**config.mk**
```make
export PLATFORM = sky130hd
export DESIGN_NAME = uart_tx
export DESIGN_NICKNAME = d
export VERILOG_FILES = /design/src/rtl/uart_tx.sv
export SDC_FILE = /design/constraint.sdc
export NUM_CORES = 1
export LEC_CHECK = 0
export ABC_AREA = 1
export CAP_MARGIN = 20
export CORE_MARGIN = 1
export CORE_UTILIZATION = 45
export DETAILED_ROUTE_END_ITERATION = 16
export MAX_ROUTING_LAYER = met4
export PLACE_DENSITY = 0.67
export SLEW_MARGIN = 20
export SYNTH_ARGS = -nofsm -noshare
export SYNTH_HDL_FRONTEND = slang
export SYNTH_SLANG_ARGS = --single-unit
```
**constraint.sdc**
```tcl
create_clock -name clk -period 3.8 [get_ports clk]
set_input_delay 0.76 -clock clk [delete_from_list [all_inputs] [get_ports clk]]
set_output_delay 0.76 -clock clk [all_outputs]
set_load 0.01 [all_outputs]
```
**src/rtl/uart_tx.sv**
```systemverilog
// UART transmit serializer: one word per handshake, framed as start, data (LSB first),
// optional parity and stop bit, one line bit per clock.
module uart_tx #(
  parameter int DATA_WIDTH = 8
) (
  input  logic                  clk,
  input  logic                  rst,
  input  logic [DATA_WIDTH-1:0] p_data,
  input  logic                  data_valid,
  input  logic                  par_en,
  input  logic                  par_typ,
  output logic                  tx_out,
  output logic                  busy
);

  localparam logic [2:0] S_IDLE   = 3'd0;
  localparam logic [2:0] S_START  = 3'd1;
  localparam logic [2:0] S_DATA   = 3'd2;
  localparam logic [2:0] S_PARITY = 3'd3;
  localparam logic [2:0] S_STOP   = 3'd4;

  localparam int            CW       = (DATA_WIDTH > 1) ? $clog2(DATA_WIDTH) : 1;
  localparam logic [CW-1:0] LAST_BIT = CW'(DATA_WIDTH - 1);
  localparam logic [CW-1:0] CNT_ONE  = CW'(1);

  // Even parity is the XOR of the word; odd parity inverts it.
  function automatic logic calc_parity(input logic [DATA_WIDTH-1:0] d, input logic odd);
    return (^d) ^ odd;
  endfunction

  logic [2:0]            state_q, state_d;
  logic [CW-1:0]         cnt_q, cnt_d;
  logic [DATA_WIDTH-1:0] shift_q, shift_d;
  logic                  par_q, par_d;
  logic                  par_en_q, par_en_d;
  logic                  tx_q, tx_d;
  logic                  busy_q, busy_d;

  // Next-state and next-output logic; outputs are computed one edge ahead so they can be registered.
  always_comb begin
    state_d  = state_q;
    cnt_d    = cnt_q;
    shift_d  = shift_q;
    par_d    = par_q;
    par_en_d = par_en_q;
    tx_d     = tx_q;
    busy_d   = busy_q;
    case (state_q)
      S_IDLE, S_STOP: begin
        if (data_valid) begin
          state_d  = S_START;
          tx_d     = 1'b0;
          busy_d   = 1'b1;
          shift_d  = p_data;
          par_d    = calc_parity(p_data, par_typ);
          par_en_d = par_en;
          cnt_d    = '0;
        end else begin
          state_d = S_IDLE;
          tx_d    = 1'b1;
          busy_d  = 1'b0;
        end
      end
      S_START: begin
        state_d = S_DATA;
        tx_d    = shift_q[0];
        shift_d = shift_q >> 1;
        cnt_d   = '0;
        busy_d  = 1'b1;
      end
      S_DATA: begin
        if (cnt_q == LAST_BIT) begin
          if (par_en_q) begin
            state_d = S_PARITY;
            tx_d    = par_q;
            busy_d  = 1'b1;
          end else begin
            state_d = S_STOP;
            tx_d    = 1'b1;
            busy_d  = 1'b0;
          end
        end else begin
          tx_d    = shift_q[0];
          shift_d = shift_q >> 1;
          cnt_d   = cnt_q + CNT_ONE;
          busy_d  = 1'b1;
        end
      end
      S_PARITY: begin
        state_d = S_STOP;
        tx_d    = 1'b1;
        busy_d  = 1'b0;
      end
      default: begin
        state_d = S_IDLE;
        tx_d    = 1'b1;
        busy_d  = 1'b0;
      end
    endcase
  end

  // State and output registers; reset abandons any frame in flight.
  always_ff @(posedge clk or negedge rst) begin
    if (!rst) begin
      state_q  <= S_IDLE;
      cnt_q    <= '0;
      shift_q  <= '0;
      par_q    <= 1'b0;
      par_en_q <= 1'b0;
      tx_q     <= 1'b1;
      busy_q   <= 1'b0;
    end else begin
      state_q  <= state_d;
      cnt_q    <= cnt_d;
      shift_q  <= shift_d;
      par_q    <= par_d;
      par_en_q <= par_en_d;
      tx_q     <= tx_d;
      busy_q   <= busy_d;
    end
  end

  assign tx_out = tx_q;
  assign busy   = busy_q;

endmodule

```
==> results of run 1 <==
## area by class of cell
cell class / instances / area, um^2
sequential: 18 / 452
multi-input combinational: 97 / 541
fill: 251 / 986
clock buffer: 4 / 26.3
timing repair buffer: 14 / 140
tap: 28 / 35.0
inverter: 20 / 75.1
## stage by stage
step | utilization [%] | hold WS [ns] | cells | total power [mW] | setup WS [ns]
after global placement | 55.1 | 0.446 | 177 | 0.874 | 1.63
after CTS | 56.3 | 0.500 | 181 | 0.996 | 1.68
after detailed placement | 55.1 | 0.481 | 177 | 0.898 | 1.59
final | 56.3 | 0.486 | 181 | 0.992 | 1.69
after global routing | 56.3 | 0.508 | 181 | 1.09 | 1.66
after floorplan | - | 0.429 | 137 | 0.803 | 2.35
## where the power goes
part / internal [mW] / switching (mW)
Combinational: 0.199 / 0.347
Sequential: 0.290 / 0.0570
Clock: 0.0409 / 0.0585
Total: 0.530 / 0.462
## how the worst max path moves through the flow
stage	from	endpoint	slack, ns	depth (start not counted)
finish	tx_out$_DFF_PN1_	tx_out	1.69	1
global route	tx_out$_DFF_PN1_	tx_out	1.66	1
CTS	tx_out$_DFF_PN1_	tx_out	1.68	1
detailed placement	data_valid	shift_q[1]$_DFFE_PN0P_	1.59	6
global placement	data_valid	cnt_q[0]$_DFFE_PN0P_	1.63	6
floorplan	data_valid	shift_q[6]$_DFFE_PN0P_	2.35	5
## metal layers
layer	part of all wire [%]	track usage, %
met5	0	-
met4	1.9	10.4
met3	2.8	3.57
met2	49	34.6
met1	46	20.9
## sequential cells by signal (all words and copies together), names as in the netlist
| register | flops |
|---|---|
| busy | 1 |
| cnt_q | 3 |
| par_en_q | 1 |
| par_q | 1 |
| shift_q | 8 |
| state_q | 3 |
| tx_out | 1 |
## layout by cell type, fill, tap and decap left out
| master | n |
|---|---|
| nor2_1 | 1 |
| o22ai_1 | 1 |
| o31ai_1 | 1 |
| clkbuf_4 | 3 |
| inv_2 | 3 |
| a21oi_1 | 2 |
| nand3_1 | 10 |
| xor2_1 | 1 |
| clkdlybuf4s50_1 | 14 |
| inv_1 | 17 |
| nor2_2 | 1 |
| dfstp_2 | 1 |
| nor2_4 | 1 |
| nand2_2 | 8 |
| nand2_1 | 52 |
| o21ai_0 | 2 |
| nand4_1 | 1 |
| nor3_1 | 1 |
| o211ai_2 | 7 |
| xnor2_1 | 1 |
| o21ai_2 | 1 |
| clkbuf_1 | 1 |
| ha_1 | 2 |
| nand3_2 | 4 |
| dfrtp_1 | 17 |
## worst register-to-register path, delay by kind of cell, from the launching register on
kind	cells	cell delay (ns)
fa+ha+maj	2	0.40
buf+inv	2	0.27
flops	1	0.41
compound gates	1	0.15
simple gates	3	0.51
## cells by family (layout without fill, tap and decap cells)
family,count (synthesis),in the layout
and+or+nand+nor,79,79
buffers and inverters,22,38
DFF,18,18
AOI/OAI and AO/OA,14,14
adders and majority gates,2,2
xor gates and xnor gates,2,2
==> impl_metrics.json, run 1 <==
{
  "status": "finished clean",
  "synthMostInstantiatedCell": "nand2_1",
  "rr_worst_depth": 8,
  "synth-compound-area-share_pct": 11.9,
  "hold_start": "state_q[2]$_DFFE_PN0P_",
  "cts.sinks": 18,
  "die_x_um": 51.3,
  "fin_tns_setup_ns": 0,
  "crit_buf_inv": 1,
  "num_vias": 913,
  "num_antenna_cells": 0,
  "synth_adder_area_share_pct": 2.29,
  "crit_required_ns": 3.04,
  "port-buffer-count": 14,
  "tightest_slew_ns": 0.784,
  "synthDominantCellAreaShare_pct": 38.9,
  "r2r_slack_ns": 1.96,
  "final_cell_area_um2": 1270,
  "critPathTopFamily": "flip-flops",
  "crit_path_start_kind": "flop",
  "drc_errors": 0,
  "hp-class": "flop to flop",
  "synth_top_family_by_area": "simple AND/OR/NAND/NOR gates",
  "tritoncts": "built",
  "cp.arrival_ns": 1.35,
  "path_clk_slew_ns": 0.09,
  "worstPathMaxFanout": 1,
  "cp_cell_sequence": "clkdlybuf4s50_1",
  "synth_xor_area_share_pct": 1.60,
  "maxSlewHeadroom_pct": 47.6,
  "start_util_pct": 48.4,
  "cts_root_buf": "clkbuf_4",
  "antenna_found_initial": 0,
  "cts_setup_buffers": 0,
  "yosysSeqAreaShare_pct": 41.4,
  "period_share_pct": 55.5,
  "fin_nets": 169,
  "rsz0062_at_grt": "false",
  "ys_ff_latch": 18,
  "vias_per_cell": 5.04,
  "netlist_instances": 137,
  "dieHeight_um": 51.3,
  "max_stage_delay_ns": 0.53,
  "ys.flop_type": "dfrtp_1",
  "rows": 17,
  "dr.first_iter.drc_count": 9,
  "syn_nets": 152,
  "grt_max_degree": 19,
  "whs_path_depth": 1,
  "maxCapViolCount": 0,
  "final_antenna_net_count": 0,
  "postSynthAreaPerCell_um2": 7.97,
  "io_pins": 15,
  "place_area_um2": 1240,
  "wl_per_cell_um": 11.4,
  "power.leakage_nw": 0.671,
  "rr_startpoint": "cnt_q[0]$_DFFE_PN0P_",
  "die-area_um2": 2630,
  "ir_drop_mv": 0.347,
  "overflow": 0,
  "critPathSlowestCell": "dfstp_2",
  "clockBufferDepth": 2,
  "grt_pass1_wl_um": 3670,
  "synth_async_sr_flop_share_pct": 100,
  "track_usage_pct": 19.7,
  "cts_buffers": 3,
  "core_um2": 2250,
  "r2r-end": "shift_q[1]$_DFFE_PN0P_",
  "finalHoldViolCount": 0,
  "drive_above_1_share_pct": 19.0,
  "first_pass_iters": 4,
  "synth_cell_type_count": 24,
  "slew_violations": 0,
  "area_growth_pct": 16.2,
  "path_class": "flop to primary output",
  "period_needed_ns": 2.11,
  "synthesis.area_um2": 1090,
  "worstSetupEndpointType": "primary output",
  "clock_latency_ns": 0.30,
  "synth_largest_area_cell": "dfrtp_1",
  "cts_resized": 0,
  "gp_congestion": 0.865,
  "totalWireLength_um": 2060,
  "place_hpwl_um": 1640,
  "max_freq_mhz": 475,
  "ctsHoldBuffers": 0,
  "synth.top_cells.by_area": "dfrtp_1, nand2_1, o211ai_2, inv_1, nand2_2",
  "grt_pass1_vias": 914,
  "power_density_nw_per_um2": 782,
  "synth_edf_count": 0,
  "worst_clock_skew_ns": 0.00467,
  "yosysWarningCount": 0,
  "setup_viol": 0,
  "yosys-mux-area-fraction_pct": 0,
  "h-tree-depth": 1,
  "synth-simple-area-share_pct": 33.7,
  "synthTopCellsByCount": "nand2_1, dfrtp_1, inv_1",
  "hold_path_end": "state_q[2]$_DFFE_PN0P_"
}
No activity file was read; power rests on OpenSTA's default activity.
==> run 2, diff against run 1 <==
Clock period 3.8 ns to 2.06 ns, I/O delays scaled along.
==> run 2 against run 1 <==
Power increased by 82%. Wire length fell by 4.9%. Largest power group unchanged. Worst hold slack worse by 0.042 ns. Setup slack worse by 1.5 ns. Cell area rose by 0.59%. Flip-flop and latch count did not move. Combinational power rose by 83%. Clock-buffer cell count did not move.
==> impl_metrics.json, run 2 (synthesized netlist as in run 1, its figures left out) <==
{
  "status": "finished clean",
  "overflow": 0,
  "path_class": "flop to flop",
  "first_pass_iters": 4,
  "fin_tns_setup_ns": 0,
  "clock_latency_ns": 0.28,
  "core_um2": 2250,
  "power_frac_comb_pct": 55.3,
  "seq_area_um2": 452,
  "max_stage_delay_ns": 0.41,
  "switching_share_pct": 45.9,
  "worst_clock_skew_ns": 0.00299,
  "grt_max_degree": 19,
  "power.leakage_nw": 0.676,
  "setup_viol": 0,
  "crit_path_frequent_cell": "ha_1",
  "dieHeight_um": 51.3,
  "cts_resized": 0,
  "final_cells": 182,
  "clkPwrFrac_pct": 9.5,
  "path_clk_slew_ns": 0.09,
  "slew_violations": 0,
  "num_vias": 872,
  "ctsHoldBuffers": 0,
  "period_share_pct": 88.4,
  "die-area_um2": 2630,
  "cts_root_buf": "clkbuf_4",
  "tritoncts": "built",
  "power_frac_seq_pct": 35.2,
  "hp-class": "input port to async pin",
  "drive_above_1_share_pct": 19.5,
  "grt_pass1_wl_um": 3530,
  "cp_cell_sequence": "ha_1 -> ha_1 -> inv_1 -> o22ai_1 -> nor2_4 -> inv_2 -> nand2_1 -> nand2_2",
  "area_growth_pct": 16.8,
  "gp_congestion": 0.891,
  "total_power_mw": 1.81,
  "drc_errors": 0,
  "antenna_found_initial": 0,
  "max_freq_mhz": 549,
  "final_common_cell": "nand2_1",
  "maxCapViolCount": 0,
  "layout_setup_ws_ns": 0.239,
  "crit_path_start_kind": "flop",
  "place_inst": 178,
  "crit_required_ns": 2.24,
  "grt_pass1_vias": 874,
  "largest_register_ffs": 8,
  "worstSetupEndpointType": "flop",
  "switchingPower_mw": 0.830,
  "critPathSlowestCell": "dfrtp_1",
  "cts.sinks": 18,
  "fin_nets": 170,
  "regMostFlops": "shift_q",
  "place_area_um2": 1250,
  "final.fill_count": 236,
  "port-buffer-count": 14,
  "io_pins": 15,
  "clockBufferDepth": 2,
  "cts_buffers": 3,
  "num_antenna_cells": 0,
  "p_int_mw": 0.979,
  "multi_input_area_um2": 541,
  "place_hpwl_um": 1580,
  "wl_per_cell_um": 10.8,
  "h-tree-depth": 1,
  "dr.first_iter.drc_count": 12,
  "worstPathMaxFanout": 11,
  "maxSlewHeadroom_pct": 68.1,
  "final_util_pct": 56.6,
  "worst_hold_slack_ns": 0.444,
  "cp.arrival_ns": 2.00,
  "totalWireLength_um": 1960,
  "power_density_nw_per_um2": 1420,
  "vias_per_cell": 4.79,
  "die_x_um": 51.3,
  "rsz0062_at_grt": "false",
  "top_regs": "shift_q (8), cnt_q (3), state_q (3)",
  "ir_drop_mv": 0.629,
  "finalHoldViolCount": 0,
  "dp_slack_ns": 0.191,
  "layout_common_cells": "nand2_1, inv_1, dfrtp_1, clkdlybuf4s50_1, nand3_1",
  "start_util_pct": 48.4,
  "final_antenna_net_count": 0,
  "cts_setup_buffers": 0,
  "track_usage_pct": 18.8,
  "final_cell_area_um2": 1280,
  "tightest_slew_ns": 0.478,
  "period_needed_ns": 1.82,
  "rows": 17
}
run 2: power by group through the flow:
stage | logic (mW) | clock network, mW | registers (mW)
after floorplan | 0.851 | 0 | 0.630
after global placement | 0.969 | 0 | 0.644
after detailed placement | 1.01 | 0 | 0.643
after CTS | 1.01 | 0.183 | 0.640
after global routing | 1.15 | 0.198 | 0.653
final | 0.999 | 0.173 | 0.636
run 2: area by class of cell:
type	count	share of cell area, %
Multi-Input combinational cell	97	42.4
Sequential cell	18	35.4
Timing Repair Buffer	15	11.6
Inverter	20	5.88
Tap cell	28	2.75
Clock buffer	4	2.06
run 2: final timing paths:
| path | start | endpoint | slack, ns | cells past startpoint |
|---|---|---|---|---|
| worst max-delay path | cnt_q[0]$_DFFE_PN0P_ | shift_q[1]$_DFFE_PN0P_ | 0.24 | 8 |
| worst min-delay path | rst | shift_q[5]$_DFFE_PN0P_ | 0.44 | 2 |
| worst max register to register | cnt_q[0]$_DFFE_PN0P_ | shift_q[1]$_DFFE_PN0P_ | 0.24 | 8 |
| worst min register to register | state_q[2]$_DFFE_PN0P_ | state_q[2]$_DFFE_PN0P_ | 0.46 | 1 |
| max in group asynchronous | rst | tx_out$_DFF_PN1_ | 1.36 | 2 |
| min in group clk | state_q[2]$_DFFE_PN0P_ | state_q[2]$_DFFE_PN0P_ | 0.46 | 1 |
run 2: critical path, delay by kind of cell, from the launching register on:
kind / cells / cell delay, ns
adders and majority gates: 2 / 0.39
DFF: 1 / 0.41
AOI/OAI and AO/OA: 1 / 0.14
and+or+nand+nor: 3 / 0.50
buffers and inverters: 2 / 0.27
run 2: metal layers:
layer,global-route usage (%),routed length [um],share of wire (%),vias to the layer above
li1,-,-,-,469
met1,21.4,921,47,388
met2,31.8,969,49,13
met3,3.87,43,2.2,2
met4,8.56,25,1.3,0
met5,-,0,0,-
==> patch 1, RTL diff (flow settings as in run 1) <==
Take the reset off `shift_q` and load it in a clocked block of its own.
--- a/src/rtl/uart_tx.sv
+++ b/src/rtl/uart_tx.sv
@@ -104,7 +104,6 @@
     if (!rst) begin
       state_q  <= S_IDLE;
       cnt_q    <= '0;
-      shift_q  <= '0;
       par_q    <= 1'b0;
       par_en_q <= 1'b0;
       tx_q     <= 1'b1;
@@ -112,7 +111,6 @@
     end else begin
       state_q  <= state_d;
       cnt_q    <= cnt_d;
-      shift_q  <= shift_d;
       par_q    <= par_d;
       par_en_q <= par_en_d;
       tx_q     <= tx_d;
@@ -120,6 +118,10 @@
     end
   end
 
+  always_ff @(posedge clk) begin
+    shift_q <= shift_d;
+  end
+
   assign tx_out = tx_q;
   assign busy   = busy_q;
 
Formal check against the unedited RTL: no difference found for any inputs over 10 cycles, from zero or initial values and one cycle with rst low; that may be too few to reach the edited logic, so the function may still have changed.
==> patch 1 against run 1 <==
Worst setup slack better by 16 ps. Wire length down 16%. Area after synthesis down 8.7%. Sequential cell count did not move. Total power is 13% lower. Cell count fell by 8.8%. Design area shrank 5.4%. Clock skew fell by 3.6 ps.
==> patch 1: results (changes against run 1) <==
Slew @ Worst Pin=444 ps (was 784 ps); area fraction in compound gates after synthesis=6.78% (was 11.9%); PortBufs=14 (unchanged); worst-case reg-to-reg path depth=5 (was 8); Cell variety after synth=22 (was 24); H-tree depth=1 (unchanged); hold_sp=shift_q[0] (was state_q[2]); adder-cell share of the synthesized area=2.51% (was 2.29%); CP endpoint=tx_out (unchanged); Highest Clock Rate=478 MHz (was 475 MHz); Post-Place Cells=161 (was 177); CP startpoint=tx_out (unchanged); vias per cell=4.77 (was 5.04); WL/cell=10.5 um (was 11.4 um); mux share of post-synthesis cell area=1.13% (was 0%); slowest cell on the critical path=dfstp_2 (unchanged); Leak Pwr=0.590 nW (was 0.671 nW); antenna violations before repair=0 (unchanged); synth cell count leaders=nand2_1 (44), inv_1 (15), nand3_1 (11), o21ai_0 (10), dfrtp_1 (9) (was nand2_1 (52), dfrtp_1 (17), inv_1 (17), nand3_1 (10), nand2_2 (8)); first-pass GRT wire length=3390 um (was 3670 um); Slew Viols, Final=0 (unchanged); CTS max path bufs=2 (unchanged); top cells by area, synth=edfxtp_1 (24%), dfrtp_1 (23%), nand2_1 (17%) (was dfrtp_1 (39%), nand2_1 (18%), o211ai_2 (8.0%)); clk root buf=clkbuf_4 (unchanged); RD Place Congestion=0.851 (was 0.865); worst vdd ir=0.331 mV (was 0.347 mV); post-detail-place hpwl=1320 um (was 1640 um); Most used DFF post-synth=dfrtp_1 (unchanged); Antenna Diode Count=0 (unchanged); largest net degree at the start of global routing=16 (was 19); Clock Skew=1.11 ps (was 4.67 ps); pre-CTS WS=1680 ps (was 1590 ps); R2R Setup Slk=2190 ps (was 1960 ps); crit path DAT=1330 ps (was 1350 ps); Global Route Usage Sum=18.8% (was 19.7%); sequential cell area fraction in the yosys report=49.3% (was 41.4%); Final #Nets=154 (was 169); Post-synth EDFFs=8 (was 0); layout cells sized above 1=11.6% (was 19.0%); Post-synth ARST share=55.6% (was 100%); Worst Hold Class=reg2reg (unchanged); CTS resizes=0 (unchanged); FF-to-FF Start=cnt_q[0] (unchanged); Post-Syn Instances=121 (was 137); reg2reg end=shift_q[7] (was shift_q[1]); WL final=1730 um (was 2060 um); drt initial violations=20 (was 9); Synth Warn #=0 (unchanged); vias in the first global route=825 (was 914); outcome=finished, final reports clean (unchanged); syn_nets=136 (was 152); XOR/XNOR share of the synthesized area=1.76% (was 1.60%)
patch 1: cell count changes in the layout (fill, tap and decap cells not counted), sizes merged:
cell    before  now
mux2         0    1
edfxtp       0    8
dfrtp       17    9
nand3       14   11
o21ai        3   10
or2          0    1
nor2         3    7
o211ai       7    0
inv         20   16
nor3         1    0
o22ai        1    0
nand2       60   48
patch 1: power breakdown:
group	internal [mW]	switching (mW)	total [mW]
clock network	0.0583	0.0587	0.117
registers	0.332	0.0369	0.369
logic	0.139	0.235	0.374
patch 1: worst min-delay path by stage:
| stage | cells past startpoint | slack [ps] | to |
|---|---|---|---|
| floorplan | 2 | 430 | tx_out |
| global placement | 2 | 470 | par_q |
| detailed placement | 2 | 470 | par_q |
| CTS | 2 | 500 | par_q |
| global route | 2 | 530 | par_q |
| finish | 2 | 490 | tx_out |
patch 1: metal layers:
layer | part of all wire [%] | track usage [%] | routed length, um
met1 | 48 | 22.6 | 821
met2 | 48 | 31.1 | 830
met3 | 3.4 | 3.43 | 58
met4 | 0.87 | 7.84 | 15
met5 | 0 | - | 0
patch 1: area by class of cell:
type / instances / area (sq um)
Clock buffer: 4 / 36.3
Fill cell: 185 / 822
Inverter: 16 / 60.1
Multi-Input combinational cell: 86 / 438
Sequential cell: 18 / 492
Tap cell: 27 / 33.8
Timing Repair Buffer: 14 / 140
patch 1: through the flow:
step / hold WS (ps) / area [sq um]
detailed placement: 473 / 1160
finish: 488 / 1200
global route: 527 / 1200
floorplan: 434 / 997
CTS: 501 / 1200
global placement: 471 / 1160
patch 1: cell families (layout without fill, tap and decap cells):
group                    Yosys count  after routing
buffers and inverters             17             34
adder cells (fa/ha/maj)            2              2
XOR/XNOR                           2              2
flip-flops                        18             18
AO/OA/AOI/OAI                     13             13
AND/OR/NAND/NOR                   68             68
multiplexers                       1              1
==> patch 2, RTL diff (settings of run 1) <==
Made on the original files. The parameter `DATA_WIDTH` goes from 8 to 16.
--- a/src/rtl/uart_tx.sv
+++ b/src/rtl/uart_tx.sv
@@ -1,7 +1,7 @@
 // UART transmit serializer: one word per handshake, framed as start, data (LSB first),
 // optional parity and stop bit, one line bit per clock.
 module uart_tx #(
-  parameter int DATA_WIDTH = 8
+  parameter int DATA_WIDTH = 16
 ) (
   input  logic                  clk,
   input  logic                  rst,
Ports: changed (resized p_data); port bits go from 15 to 23. No check against the original RTL was run, so the function may have changed too.
==> patch 2 against run 1 <==
Highest routed layer unchanged. Area after synthesis increased by 44%. Non-clock buffer count increased by 9. Combinational power increased by 23%. Total power increased by 32%. Worst setup slack got worse by 42 ps. Largest power group unchanged. Design area increased by 46%. Sequential cell count increased by 9. Wire length increased by 42%.
==> patch 2: results (changes against run 1) <==
outcome=finished, final reports clean (unchanged); Regs by FF count=shift_q x16, cnt_q x4, state_q x3 (was shift_q x8, cnt_q x3, state_q x3); WL met3=76 um (was 57 um); Slew @ Worst Pin=435 ps (was 784 ps); Clock Latency Late Sink=320 ps (was 300 ps); top cells by area, synth=dfrtp_1 (41%), nand2_1 (20%), a31oi_1 (6.4%) (was dfrtp_1 (39%), nand2_1 (18%), o211ai_2 (8.0%)); Leak Pwr=0.913 nW (was 0.671 nW); PortBufs=22 (was 14); wire length on met2=1250 um (was 1010 um); Worst path max stage delay=550 ps (was 530 ps); met3 usage=1.89% (was 3.57%); RD Place Congestion=0.855 (was 0.865); busiest grt layer=met1 (was met2); Global Route Usage Sum=18.6% (was 19.7%); layout cells sized above 1=8.15% (was 19.0%); first-pass GRT wire length=4950 um (was 3670 um); grt met2 use=27.2% (was 34.6%); sequential cell area fraction in the yosys report=43.1% (was 41.4%); wl on met1=1570 um (was 955 um); P_sw=0.593 mW (was 0.462 mW); total power=1.31 mW (was 0.992 mW); post-detail-place hpwl=2230 um (was 1640 um); met1 GRT Util=27.3% (was 20.9%); syn_nets=233 (was 152); Final #Nets=256 (was 169); worst vdd ir=0.242 mV (was 0.347 mV); Clock Skew=11.9 ps (was 4.67 ps); WL/cell=10.5 um (was 11.4 um); vias in the first global route=1075 (was 914); drt initial violations=70 (was 9); largest net degree at the start of global routing=31 (was 19); DP Area=1820 sq um (was 1240 sq um)
## patch 2: changes by cell type after synthesis, moves of 4 or more
cell / run 1 / this run
nor2_1: 1 / 20
xnor2_1: 1 / 5
o211ai_2: 7 / 0
a31oi_1: 0 / 16
nand2_1: 52 / 82
nand2_2: 8 / 1
xor2_1: 1 / 5
dfrtp_1: 17 / 26
## patch 2: cell families after synthesis
logic type      Yosys count  share of synthesized area, %
simple gates            118                          31.2
buf+inv                  29                          8.13
flops                    27                          43.1
compound gates           26                          11.2
xor+xnor                 10                          5.58
fa+ha+maj                 1                         0.797
## patch 2: path summary, 6_finish.rpt
kind	start	end	slack, ps	depth (start not counted)
worst max-delay path	tx_out	tx_out	1650	1
min in group asynchronous	rst	cnt_q[2]	780	2
worst min-delay path	state_q[2]	state_q[2]	450	1
worst max register to register	state_q[0]	shift_q[3]	1960	9
max in group asynchronous	rst	tx_out	2730	2
worst min register to register	state_q[2]	state_q[2]	450	1
## patch 2: layout make-up
| type | instances | area (sq um) | share of cell area, % |
|---|---|---|---|
| inverters | 24 | 92.6 | 5.00 |
| well taps | 46 | 57.6 | 3.11 |
| flip-flops and latches | 27 | 677 | 36.6 |
| clock buffers | 3 | 22.5 | 1.22 |
| repair buffers | 23 | 228 | 12.3 |
| multi-input cells | 155 | 766 | 41.4 |
| clock inverters | 1 | 7.51 | 0.406 |
## patch 2: per-stage QoR
| stage | hold slack (ps) | util, % | setup WS [ps] | instances |
|---|---|---|---|---|
| floorplan | 416 | - | 2310 | 211 |
| global placement | 435 | 54.6 | 1590 | 275 |
| detailed placement | 441 | 54.6 | 1560 | 275 |
| CTS | 459 | 55.5 | 1640 | 279 |
| global route | 515 | 55.5 | 1590 | 279 |
| finish | 454 | 55.5 | 1650 | 279 |
